<file path="config.mk">
export PLATFORM = sky130hd
export DESIGN_NAME = fetch_unit
export DESIGN_NICKNAME = d
export VERILOG_FILES = /design/src/rtl/fetch_unit.sv
export SDC_FILE = /design/constraint.sdc
export NUM_CORES = 1
export LEC_CHECK = 0
export ABC_AREA = 1
export ABC_CLOCK_PERIOD_IN_PS = 3070
export BUFFER_PORTS_ARGS = -buffer_cell sky130_fd_sc_hd__buf_2
export CAP_MARGIN = 30
export CORE_UTILIZATION = 47
export CTS_CLUSTER_SIZE = 40
export DETAILED_ROUTE_END_ITERATION = 8
export PLACE_DENSITY_LB_ADDON = 0.08
export SLEW_MARGIN = 40
export SYNTH_ARGS = -nofsm -noshare
export SYNTH_HDL_FRONTEND = slang
export SYNTH_SLANG_ARGS = --single-unit
</file>
<file path="constraint.sdc">
create_clock -name clk -period 3.07 [get_ports clk]
set_input_delay 0.4605 -clock clk [delete_from_list [all_inputs] [get_ports clk]]
set_output_delay 0.4605 -clock clk [all_outputs]
set_load 0.01 [all_outputs]
</file>
<file path="src/rtl/fetch_unit.sv">
// Instruction fetch stage: holds the PC, reads instruction memory over a req/valid
// handshake and presents the decoded fields of the held instruction downstream.
module fetch_unit #(
  parameter logic [31:0] RESET_PC = 32'h0000_0000
) (
  input  logic        clk,
  input  logic        rst_n,
  output logic        imem_req,
  output logic [31:0] imem_addr,
  input  logic        imem_valid,
  input  logic [31:0] imem_rdata,
  output logic        inst_valid,
  input  logic        inst_ready,
  output logic [31:0] pc_out,
  output logic [6:0]  opcode,
  output logic [2:0]  funct3,
  output logic [6:0]  funct7,
  output logic [4:0]  rd,
  output logic [4:0]  rs1,
  output logic [4:0]  rs2,
  output logic [31:0] imm,
  output logic        illegal,
  input  logic        branch_taken,
  input  logic [31:0] branch_target,
  output logic        misalign_err
);

  localparam logic [31:0] NOP = 32'h0000_0013;

  localparam logic [6:0] OP_R      = 7'b0110011;
  localparam logic [6:0] OP_I      = 7'b0010011;
  localparam logic [6:0] OP_LOAD   = 7'b0000011;
  localparam logic [6:0] OP_STORE  = 7'b0100011;
  localparam logic [6:0] OP_BRANCH = 7'b1100011;

  typedef enum logic [1:0] {S_IDLE, S_FETCH, S_HOLD} state_t;

  state_t      state, state_nxt;
  logic [31:0] pc, pc_nxt;
  logic [31:0] instr;
  logic        accept, capture;

  always_ff @(posedge clk or negedge rst_n) begin
    if (!rst_n) state <= S_IDLE;
    else        state <= state_nxt;
  end

  always_comb begin
    state_nxt  = state;
    imem_req   = 1'b0;
    inst_valid = 1'b0;
    accept     = 1'b0;
    capture    = 1'b0;
    case (state)
      S_IDLE:  state_nxt = S_FETCH;
      S_FETCH: begin
        imem_req = 1'b1;
        if (imem_valid) begin
          capture   = 1'b1;
          state_nxt = S_HOLD;
        end
      end
      S_HOLD: begin
        inst_valid = 1'b1;
        if (inst_ready) begin
          accept    = 1'b1;
          state_nxt = S_FETCH;
        end
      end
      default: state_nxt = S_IDLE;
    endcase
  end

  // Redirects are forced to word alignment; the low bits only raise the sticky error.
  always_comb begin
    pc_nxt = pc + 32'd4;
    if (branch_taken) pc_nxt = {branch_target[31:2], 2'b00};
  end

  always_ff @(posedge clk or negedge rst_n) begin
    if (!rst_n) begin
      pc           <= RESET_PC;
      instr        <= NOP;
      misalign_err <= 1'b0;
    end else begin
      if (capture) instr <= imem_rdata;
      if (accept) begin
        pc <= pc_nxt;
        if (branch_taken && (branch_target[1:0] != 2'b00)) misalign_err <= 1'b1;
      end
    end
  end

  assign imem_addr = pc;
  assign pc_out    = pc;

  assign opcode = instr[6:0];
  assign rd     = instr[11:7];
  assign funct3 = instr[14:12];
  assign rs1    = instr[19:15];
  assign rs2    = instr[24:20];
  assign funct7 = instr[31:25];

  always_comb begin
    imm     = 32'd0;
    illegal = inst_valid;
    case (opcode)
      OP_I, OP_LOAD: begin
        imm     = {{20{instr[31]}}, instr[31:20]};
        illegal = 1'b0;
      end
      OP_STORE: begin
        imm     = {{20{instr[31]}}, instr[31:25], instr[11:7]};
        illegal = 1'b0;
      end
      OP_BRANCH: begin
        imm     = {{19{instr[31]}}, instr[31], instr[7], instr[30:25], instr[11:8], 1'b0};
        illegal = 1'b0;
      end
      OP_R:    illegal = 1'b0;
      default: ;
    endcase
  end

endmodule

</file>
==> results.ini <==
[place]
gp_routability_congestion = 0.898
post_dp_cell_area_sq_um = 4970
port_buffers = 196
dpl.hpwl_mm = 8.77
dpl.cell_count = 794

[drt]
detail-route-antenna-nets = 0
viasPerCell = 4.90
drc = 0
drt-total-wl_mm = 11.3
drt_iter0_markers = 137
routed_wire_length_per_instance_microns = 13.9
via_count = 3973
number_of_detailed_route_iterations_in_the_first_pass = 4

[critical_path]
crit_path_max_fanout = 20
worst_path_max_delay_cell = dfstp_2
critPathRequiredTime_ps = 2610
worst_ep_arrival_time_ps = 2050
startpoint_of_the_worst_slack_reg_to_reg_timing_path = imem_addr[3]
critical_path.startpoint = instr[0]
critPathLaunchType = flop
worstSetupEndpointType = output port
critical_path.cell_chain = nand3_2 > nor3b_2 > nor2_2 > a21boi_1 > buf_4 > buf_2
criticalPathCategory = reg -> out
critPathMaxStageDelay_ps = 570

[run]
max_cap_viol_count = 0

[power_and_ir_drop]
p_leak_nw = 2.76
irDropWorstVdd_mv = 0.375
power_density_nw_per_um2 = 902

[timing]
rsz_0062_raised_after_global_routing = false
worst_slew_pin_slew_ps = 758
max_slew_margin = 0.493
final_period_minus_worst_setup_slack_ps = 2510
totalNegativeSetupSlack_ps = 0
fmax_ghz = 0.398
setup-violations-final = 0
number_of_endpoints_with_negative_hold_slack_in_the_final_report = 0
timing.final.crit_share = 0.818
final.setup_skew_ps = 14.1
timing_max_transition_violations_final = 0

[clock_tree]
clk_transition_reported_paths_ps = 90
cts_made_buffers = 9
maximum_root_to_sink_buffer_count = 2
post_cts_buffers = 0
insertion_delay_ps = 340
postCtsResizedCells = 0
ctsRootBufferMaster = clkbuf_8
tritoncts = built
clock_tree.htree_level_count = 3
numClockSinks = 65
cts_hold_buf = 0

[final_layout]
fin_util = 0.587
final_layout_size_suffix_gt1_frac = 0.363
layout.area.seq_sq_um = 1630
instances_no_fill = 810
diodes = 0
fin_nets = 767
finish.instance_area_sq_um = 5140
multi_input_gate_area_sq_um = 2040
layout_overhead_on_the_synthesized_area_pct = 20.2
fillers = 868

[logic_synthesis]
netlist_area_sq_um = 4280
synthesis.area_per_instance_sq_um = 7.76
netlist-cell-type-count = 38
ys_async_sr_fraction = 1.00
yosys.area.top_type = dfrtp_1
number_of_instances_in_the_synthesized_netlist = 551
synth_enable_flop_cells = 0
library_cell_with_the_highest_instance_count_after_synthesis = nand2_1
synth_common_cells = 144 x nand2_1, 70 x nor2_1, 62 x dfrtp_1
post_synth_main_area_contributors = dfrtp_1 36%, nand2_1 13%, buf_4 9.5%
ys.warnings.count = 0
synthDominantCellAreaShare = 0.363
synth.ff_latch_count = 65
synth_top_flop_cell = dfrtp_1
synth_seq_area_share = 0.381

[grt]
number_of_antenna_violations_at_the_first_check_in_global_routing = 0
grtUsageTotal = 0.243
grt_start_max_net_pins = 54
grt_pass1_vias = 3784
grt_overflow = 0
grt_pass1_wl_mm = 18.6

[die]
die_h_microns = 97.4
start_util = 0.488
design.die.area_sq_um = 9490
die_x_microns = 97.4
row_count = 34
core_area_sq_um = 8760
io_pins = 201

[outcome]
outcome = completed

[hold_path]
hp-class = in -> async

power by group:
part	switching [mW]	internal (mW)
Sequential	0.509	1.29
Clock	0.368	0.298
Combinational	1.27	0.905
Total	2.14	2.50
metal layers:
metal / up-vias / track usage / share of wire
met5: - / 0 / 0
met2: 152 / 0.402 / 0.48
met4: 0 / 0.0860 / 0.019
li1: 2001 / - / -
met1: 1802 / 0.327 / 0.44
met3: 18 / 0.0338 / 0.063
path summary, 6_finish.rpt:
path                                 endpoint  slack [ps]  depth (start not counted)
worst max-delay path                  imm[19]         560                          6
worst min-delay path             imem_addr[9]          90                          1
worst max register to register  imem_addr[28]        1400                         10
worst min register to register   misalign_err         480                          1
max in group asynchronous            instr[4]        2150                          2
min in group clk                    instr[15]         330                          2
registers in the layout (all words and copies together), names as in the netlist:
register	count
state	2
misalign_err	1
instr	32
imem_addr	30
through the flow:
step,setup slack [ps],power (mW),hold slack [ps]
floorplan,388,3.28,165
finish,560,4.64,92.8
global route,391,5.01,127
global placement,1010,3.96,458
detailed placement,913,4.01,467
CTS,530,4.68,103
worst max-delay path: cells and delay by family, from the launching register on:
family                 cells  cell delay [ps]
flip-flops                 1              570
buffers and inverters      2              360
AO/OA/AOI/OAI              1              150
AND/OR/NAND/NOR            3              650
layout by cell type (no fill, tap or decap), types with 3 or more instances in the layout:
| cell type | synthesis | layout |
|---|---|---|
| dfrtp_1 | 62 | 62 |
| nor2_1 | 70 | 70 |
| clkbuf_8 | 0 | 9 |
| inv_1 | 38 | 38 |
| clkinv_2 | 0 | 3 |
| buf_2 | 9 | 196 |
| nand2_1 | 144 | 144 |
| o21bai_1 | 3 | 3 |
| mux2_2 | 4 | 4 |
| nor2_8 | 3 | 3 |
| buf_4 | 54 | 4 |
| nor2_2 | 5 | 5 |
| conb_1 | 1 | 4 |
| nor2_4 | 6 | 6 |
| nand2_2 | 5 | 5 |
| nand3_1 | 36 | 36 |
| a21oi_1 | 13 | 13 |
| o21ai_0 | 23 | 23 |
| a21boi_1 | 7 | 7 |
| mux2_1 | 27 | 27 |
| dfstp_2 | 3 | 3 |
| nand2_4 | 4 | 4 |
| o21ai_1 | 4 | 4 |
| o22ai_1 | 7 | 7 |
cells by family (layout without fill, tap and decap cells):
logic type | Yosys count | in the layout | synth area share
and+or+nand+nor | 281 | 281 | 0.302
buffers and inverters | 109 | 257 | 0.146
DFF | 65 | 65 | 0.381
AOI/OAI and AO/OA | 63 | 63 | 0.0863
muxes | 31 | 31 | 0.0816
adders and majority gates | 1 | 1 | 0.00292
other | 1 | 4 | 0.000877
final cells by class:
| cell class | instances | share of cell area |
|---|---|---|
| well taps | 108 | 0.0263 |
| flip-flops and latches | 65 | 0.317 |
| clock inverters | 7 | 0.0102 |
| multi-input cells | 380 | 0.396 |
| inverters | 41 | 0.0302 |
| clock buffers | 9 | 0.0241 |
| repair buffers | 200 | 0.197 |
Power figures use the tool's default switching activity.
